## config.mk

```make
export PLATFORM = sky130hd
export DESIGN_NAME = cla_seq_adder_ctrl
export DESIGN_NICKNAME = d
export VERILOG_FILES = /design/src/rtl/cla_seq_adder_ctrl.sv
export SDC_FILE = /design/constraint.sdc
export NUM_CORES = 1
export LEC_CHECK = 0
export CAP_MARGIN = 20
export CORE_AREA = 2 2 85 87
export DETAILED_ROUTE_END_ITERATION = 6
export DIE_AREA = 0 0 87 89
export GPL_ROUTABILITY_DRIVEN = 0
export PLACE_DENSITY = 0.65
export SETUP_SLACK_MARGIN = 0.1
export SLEW_MARGIN = 30
export SYNTH_ARGS = -nofsm -noshare
export SYNTH_HDL_FRONTEND = slang
export SYNTH_SLANG_ARGS = --single-unit
```

## constraint.sdc

```tcl
create_clock -name clk -period 3.92 [get_ports clk]
set_input_delay 0.98 -clock clk [delete_from_list [all_inputs] [get_ports clk]]
set_output_delay 0.98 -clock clk [all_outputs]
set_load 0.005 [all_outputs]
```

## src/rtl/cla_seq_adder_ctrl.sv

```systemverilog
// cla_seq_adder_ctrl
// Sequential WIDTH-bit adder/subtractor that reuses one 4-bit carry-lookahead
// slice. It processes one nibble per cycle, least significant nibble first, and
// passes the carry between nibbles through a carry register.
//
// Ports:
//   clk        rising-edge clock
//   rst_n      synchronous reset, active-low
//   in_valid   operand request
//   in_ready   block can accept operands
//   a, b       operands (unsigned or two's complement)
//   cin        carry-in, ignored when sub=1
//   sub        1 = a - b
//   out_valid  result available
//   out_ready  consumer takes the result
//   sum        result, modulo 2^WIDTH
//   cout       carry out of the MSB slice (for subtract, 1 = no borrow)
//   ovf        signed overflow
//   busy       high while nibbles are being processed

// 4-bit carry-lookahead slice: s[3:0] is the sum nibble, s[4] is the carry out.
module cla_4bit (
  input  logic [3:0] a,
  input  logic [3:0] b,
  input  logic       cin,
  output logic [4:0] s
);
  logic [3:0] g;
  logic [3:0] p;
  logic [4:0] c;

  always_comb begin
    g    = a & b;
    p    = a ^ b;
    c[0] = cin;
    c[1] = g[0] | (p[0] & cin);
    c[2] = g[1] | (p[1] & g[0]) | (p[1] & p[0] & cin);
    c[3] = g[2] | (p[2] & g[1]) | (p[2] & p[1] & g[0]) | (p[2] & p[1] & p[0] & cin);
    c[4] = g[3] | (p[3] & g[2]) | (p[3] & p[2] & g[1]) | (p[3] & p[2] & p[1] & g[0])
         | (p[3] & p[2] & p[1] & p[0] & cin);
    s    = {c[4], p ^ c[3:0]};
  end
endmodule

module cla_seq_adder_ctrl #(
  parameter int WIDTH = 16
) (
  input  logic             clk,
  input  logic             rst_n,
  input  logic             in_valid,
  output logic             in_ready,
  input  logic [WIDTH-1:0] a,
  input  logic [WIDTH-1:0] b,
  input  logic             cin,
  input  logic             sub,
  output logic             out_valid,
  input  logic             out_ready,
  output logic [WIDTH-1:0] sum,
  output logic             cout,
  output logic             ovf,
  output logic             busy
);
  localparam int NSLICE = WIDTH / 4;
  // Keep the slice index at least one bit wide so WIDTH=4 still elaborates.
  localparam int KW = (NSLICE > 1) ? $clog2(NSLICE) : 1;

  typedef enum logic [1:0] {
    IDLE,
    RUN,
    DONE
  } state_t;

  state_t           state;
  state_t           state_nx;
  logic [WIDTH-1:0] a_r;
  logic [WIDTH-1:0] b_r;
  logic [WIDTH-1:0] sum_r;
  logic             carry;
  logic             cout_r;
  logic             ovf_r;
  logic [KW-1:0]    k;
  logic [3:0]       slice_a;
  logic [3:0]       slice_b;
  logic [4:0]       slice_s;
  logic             last;
  logic             accept;

  // Select the nibble pair addressed by k with constant part-selects.
  always_comb begin
    slice_a = '0;
    slice_b = '0;
    for (int i = 0; i < NSLICE; i++) begin
      if (k == KW'(i)) begin
        slice_a = a_r[4*i +: 4];
        slice_b = b_r[4*i +: 4];
      end
    end
  end

  cla_4bit u_slice (
    .a   (slice_a),
    .b   (slice_b),
    .cin (carry),
    .s   (slice_s)
  );

  assign last = (k == KW'(NSLICE - 1));

  always_ff @(posedge clk) begin
    if (!rst_n) begin
      state <= IDLE;
    end else begin
      state <= state_nx;
    end
  end

  // In DONE, a consuming edge may also accept the next operands.
  always_comb begin
    state_nx  = state;
    in_ready  = 1'b0;
    out_valid = 1'b0;
    busy      = 1'b0;
    case (state)
      IDLE: begin
        in_ready = 1'b1;
        if (in_valid) state_nx = RUN;
      end
      RUN: begin
        busy = 1'b1;
        if (last) state_nx = DONE;
      end
      DONE: begin
        out_valid = 1'b1;
        in_ready  = out_ready;
        if (out_ready) state_nx = in_valid ? RUN : IDLE;
      end
      default: state_nx = IDLE;
    endcase
  end

  assign accept = in_valid & in_ready;

  // Subtraction is a + ~b + 1, so b is inverted and the carry preset on accept.
  // Upper sum nibbles are not cleared on accept; they keep the previous result
  // until RUN overwrites them.
  always_ff @(posedge clk) begin
    if (!rst_n) begin
      a_r    <= '0;
      b_r    <= '0;
      sum_r  <= '0;
      carry  <= 1'b0;
      cout_r <= 1'b0;
      ovf_r  <= 1'b0;
      k      <= '0;
    end else if (accept) begin
      a_r   <= a;
      b_r   <= sub ? ~b : b;
      carry <= sub ? 1'b1 : cin;
      k     <= '0;
    end else if (state == RUN) begin
      for (int i = 0; i < NSLICE; i++) begin
        if (k == KW'(i)) sum_r[4*i +: 4] <= slice_s[3:0];
      end
      carry <= slice_s[4];
      k     <= k + KW'(1);
      if (last) begin
        cout_r <= slice_s[4];
        ovf_r  <= (a_r[WIDTH-1] == b_r[WIDTH-1]) & (slice_s[3] != a_r[WIDTH-1]);
      end
    end
  end

  assign sum  = sum_r;
  assign cout = cout_r;
  assign ovf  = ovf_r;
endmodule

```

# --- Word level (Yosys, flattened, before mapping) ---
# Index checks and enable logic that the tools add are counted.
# Widths: inputs -> output; s select.
word_totals:
  romBits: 0
  word_cells: 85
  n_memories: 0
  output_inout_bits: 21
  ram_bits: 0
  in_bits: 38
  latchBits: 0
  reg_bits: 55
op_classes:
  mux: 20
  add_sub_neg: 1
  n_lt_le_gt_ge: 0
  bitwise_logic: 34
  shifts: 0
  multipliers: 0
  div: 0
  reduce_logical: 9
  eq_ne: 10
ops:
  columns: ["op", "count"]
  rows:
  - ["$mux 4", 8]
  - ["$and 1x1->1", 18]
  - ["$mux 16", 1]
  - ["$not 16->16", 1]
  - ["$reduce_and 3->1", 5]
  - ["$or 1x1->1", 10]
  - ["$xor 4x4->4", 2]
  - ["$eq 2x2->1 const B", 3]
  - ["$mux 1", 6]
  - ["$mux 2", 3]
  - ["$ne 2x2->1 const B", 3]
  - ["$pmux 2 s3", 1]
  - ["$and 4x4->4", 1]
  - ["$eq 2x1->1 const B", 2]
  - ["$logic_not 2->1", 2]
  - ["$add 2x1->2 const B", 1]
  - ["$not 1->1", 2]
  - ["$pmux 1 s2", 1]
  - ["$reduce_bool 2->1", 1]
  - ["$reduce_or 2->1", 1]
  - ["$eq 1x1->1", 1]
  - ["$ne 1x1->1", 1]

# --- Longest topological paths before layout ---
logic_depth:
  word_depth: 13
  depth_mapped: 12
  mapped_depth_nobuf: 11

# --- By module ---
# A second synthesis with hierarchy kept.
unflattened:
  hier_cells: 318
  hier_area_um2: 2831.5
by_module_without_submodules:
  columns: ["module", "cells_each", "seq_area_each_um2", "area_each_um2", "n_inst"]
  rows:
  - ["cla_seq_adder_ctrl", 301, 1101.1, 2683.8, 1]
  - ["cla_4bit", 17, 0.0, 147.6, 1]

# --- Worst setup path before layout ---
# OpenSTA, ideal clock, no wires.
synth_timing:
  path_type: "register to register"
  start: "register k[1]"
  end: "register sum_r[14], in the netlist sum[14]"
  path_stages_with_launch: 13
  setup_slack_ns: 1.293
  arrival_time_ns: 2.559
  cell_sequence: "dfxtp_1 inv_1 ha_1 clkbuf_1 nand2_1 a21oi_1 a21oi_1 o21ai_0 ha_1 a211oi_1 nor2_1 or3_1 a21oi_2"
synth_between:
  elab_chain_cells: 10
synth_rtl:
  columns: ["element", "line", "text"]
  rows:
  - ["start: declaration", "81", "logic [KW-1:0] k;"]
  - ["start signal: assignment", "165", "k <= k + KW'(1);"]
  - ["$logic_not 2->1", "93", "if (k == KW'(i)) begin"]
  - ["$mux 4 (4 in a row)", "93", null]
  - ["$xor 4x4->4 / $and 4x4->4 (equally long branches)", "34, 33", null]
  - ["$and 1x1->1", "37", "c[2] = g[1] | (p[1] & g[0]) | (p[1] & p[0] & cin);"]
  - ["$or 1x1->1 / $and 1x1->1 (equally long branches)", "37", null]
  - ["$or 1x1->1", "37", null]
  - ["$xor 4x4->4", "41", "s = {c[4], p ^ c[3:0]};"]
  - ["end signal: indexed assignment", "162", "if (k == KW'(i)) sum_r[4*i +: 4] <= slice_s[3:0];"]
  - ["end: declaration", "77", "logic [WIDTH-1:0] sum_r;"]
# Parallel ways exist; a longest one is shown, timed or not.
# A chain may end at the register's enable or synchronous reset.

# --- Worst setup path after layout ---
layout_timing:
  start: "input out_ready"
  end: "output in_ready"
layout_between:
  elab_chain_cells: 1
layout_rtl:
  columns: ["element", "line", "text"]
  rows:
  - ["start: declaration", "57", "input logic out_ready,"]
  - ["$pmux 1 s2", "123", "case (state)"]
  - ["end: declaration", "51", "output logic in_ready,"]
# No other way between the ends.

==> out/summary.json <==
{
  "grt_max_degree": {"value": 51},
  "grt_remaining_overflow": {"value": 0},
  "fp.dieW": {"value": 87, "unit": "um"},
  "fmaxAchievable": {"value": 0.321, "unit": "GHz"},
  "vias_per_cell": {"value": 5.11},
  "cts_tree": {"value": "done"},
  "fin_util": {"value": 0.495},
  "fin_tns_setup": {"value": 0, "unit": "ns"},
  "groute.usage.overall": {"value": 0.158},
  "synth_xor_xnor_area_share": {"value": 0.0599},
  "maxSlewViolCount": {"value": 0},
  "synth_simple_gate_area_share": {"value": 0.233},
  "htree_levels": {"value": 2},
  "finalWorstPathRequiredPeriod": {"value": 3.12, "unit": "ns"},
  "path_max_fanout": {"value": 3},
  "post_cts_buffers": {"value": 0},
  "synth_async_sr_flop_share": {"value": 0},
  "max_slew_margin": {"value": 0.420},
  "cap_violations": {"value": 0},
  "combinational_family_with_the_most_area_after_synthesis": {"value": "simple AND/OR/NAND/NOR gates"},
  "synth_common_cells": {"value": "nand2_1 (64), dfxtp_1 (55), a21oi_1 (52)"},
  "p_per_cell_area": {"value": 356, "unit": "mW/mm^2"},
  "status": {"value": "completed"},
  "synth_compound_gate_area_share": {"value": 0.196},
  "post-synth-top-area-cell": {"value": "dfxtp_1"},
  "grt_first_pass_wirelength": {"value": 9830, "unit": "um"},
  "n_antenna_cell": {"value": 0},
  "r2r_start": {"value": "k[1]"},
  "first_global_vias": {"value": 2120},
  "yosys.area_share.adder": {"value": 0.0456},
  "io-pin-count": {"value": 59},
  "post_synth_cell_types": {"value": 35},
  "fp.dieH": {"value": 89, "unit": "um"},
  "grt_antenna_before_repair": {"value": 0},
  "largest_voltage_drop_on_the_vdd_net": {"value": 0.000219, "unit": "V"},
  "area_of_the_multi_input_gates": {"value": 0.00141, "unit": "mm^2"},
  "layout.nets": {"value": 422},
  "cts.reportedPaths.clkPinSlew": {"value": 0.09, "unit": "ns"},
  "core_region_area": {"value": 0.00672, "unit": "mm^2"},
  "placementRows": {"value": 30},
  "post_synth_instance_area": {"value": 0.00263, "unit": "mm^2"},
  "dp_hpwl": {"value": 4270, "unit": "um"},
  "skew": {"value": 0.00515, "unit": "ns"},
  "via_count_of_the_routed_design": {"value": 2328},
  "cp-start-kind": {"value": "input pin"},
  "setup_ws": {"value": 0.803, "unit": "ns"},
  "class_of_the_most_critical_hold_timing_path": {"value": "reg2reg"},
  "antenna_left": {"value": 0},
  "share_of_final_layout_standard_cells_stronger_than_drive_strength_1": {"value": 0.0372},
  "drt_iter0_markers": {"value": 125},
  "drc": {"value": 0},
  "avgSynthCellArea": {"value": 8.00, "unit": "um^2"},
  "cts.sink_count": {"value": 55},
  "synth.ff_latch_count": {"value": 55},
  "timing.final.hold_violations": {"value": 0},
  "area_used_by_sequential_logic_in_the_layout": {"value": 0.00110, "unit": "mm^2"},
  "synthesis_warning_total": {"value": 0},
  "cts.root.buffer_cell": {"value": "clkbuf_8"},
  "io_buffer_count": {"value": 58},
  "fillCellCount": {"value": 665},
  "synth-edff-count": {"value": 0},
  "yosys-top-cells-area": {"value": "dfxtp_1 (42%), a21oi_1 (9.9%), nand2_1 (9.1%), xnor2_1 (6.0%), a211oi_1 (5.4%)"},
  "worstHoldStart": {"value": "sum[15]"},
  "post-route-period-util": {"value": 0.795},
  "post_cts_resized": {"value": 0},
  "synthDominantCellAreaShare": {"value": 0.418},
  "max-clock-path-buffers": {"value": 2},
  "cts_inserted_buffers": {"value": 5},
  "routed_wirelength": {"value": 5830, "unit": "um"},
  "start_util": {"value": 0.392},
  "fp.dieArea": {"value": 0.00774, "unit": "mm^2"},
  "power.static_leakage": {"value": 1.17, "unit": "nW"},
  "crit_start": {"value": "out_ready"},
  "synthFlopType": {"value": "dfxtp_1"},
  "per_cell_routed_wire_length": {"value": 12.8, "unit": "um"},
  "holdBufCountCts": {"value": 0},
  "criticalPathCategory": {"value": "in2out"},
  "tritonroute_pass_1_iters": {"value": 4},
  "worst-slew-pin-transition": {"value": 0.867, "unit": "ns"},
  "areaGrowthSynthToFinish": {"value": 26.3, "unit": "%"},
  "post_synth_mux_area_share": {"value": 0},
  "rsz0062_at_grt": {"value": "false"},
  "worst_setup_path_end_kind": {"value": "primary output"},
  "setup_viol": {"value": 0},
  "clkLatencyLatePin": {"value": 0.31, "unit": "ns"},
  "place_ws": {"value": 0.796, "unit": "ns"},
  "critPathRequiredTime": {"value": 2.94, "unit": "ns"},
  "syn_nets": {"value": 376},
  "postSynthCellCount": {"value": 329},
  "synth.most_common_cell": {"value": "nand2_1"},
  "synth_sequential_area_ratio": {"value": 0.418},
  "worstPathArrival": {"value": 2.14, "unit": "ns"}
}
[final timing paths]
check,endpoint,slack (ns),cells past startpoint
max,in_ready,0.80,4
min,sum[15],0.46,2
max reg2reg,ovf,0.95,11
min reg2reg,sum[15],0.46,2
[cell usage in the layout, fill, tap and decap left out, types with 2 or more instances in the layout]
cell and count:
dfxtp_1 55, inv_1 2, or3_1 4, ha_1 8, nand2_1 64, xnor2_1 18, clkdlybuf4s50_1 58, and2b_1 3
nor2_1 33, clkbuf_8 7, nand2b_1 4, nand3b_1 11, nand3_1 4, nand4_1 3, a211oi_1 19, nand4b_1 3
a21oi_1 52, o21ai_0 10, a21o_1 2, buf_4 3
[cell families (layout without fill, tap and decap cells)]
family | count (synthesis) | count (layout)
simple gates | 133 | 133
compound gates | 89 | 89
flops | 55 | 55
buf+inv | 25 | 72
xor+xnor | 18 | 18
fa+ha+maj | 9 | 9
[metal layers]
layer  up-vias  global-route usage  wire length [um]
li1       1216                   -                 -
met1      1053               0.214              2780
met2        55               0.260              2710
met3         4              0.0360               286
met4         0              0.0341                55
met5         -                   0                 0
[flip-flops by register name, indices dropped and copies added, names as in the netlist]
signal and flops:
a_r 16, b_r 16, sum 16, k 2
state 2, carry 1, cout 1, ovf 1
[worst max-delay path, stage by stage]
cell             delay [ns]
clkdlybuf4s50_1        0.49
nor2b_1                0.08
nor2_1                 0.09
clkdlybuf4s50_1        0.50
[metrics by stage]
stage | power (mW) | hold WS (ns) | std cells | instance area, um^2
final | 1.18 | 0.455 | 456 | 3320
after global routing | 1.25 | 0.476 | 456 | 3320
after CTS | 1.19 | 0.459 | 456 | 3320
after detailed placement | 0.866 | 0.446 | 448 | 3220
after global placement | 0.862 | 0.443 | 448 | 3220
after floorplan | 0.780 | 0.436 | 329 | 2630
[area by class of cell]
type                            instances  area share
Inverter                                3     0.00339
Tap cell                               80      0.0301
Multi-Input combinational cell        249       0.424
Clock buffer                            8      0.0301
Timing Repair Buffer                   61       0.181
Sequential cell                        55       0.331
[where the power goes]
part | total (mW) | internal (mW) | switching, mW | leakage, nW
clock network | 0.333 | 0.161 | 0.172 | 0.0515
logic | 0.237 | 0.115 | 0.122 | 0.671
registers | 0.614 | 0.593 | 0.0217 | 0.450
total | 1.18 | 0.869 | 0.316 | 1.17
Note: power is estimated with default switching activity, not from simulation.
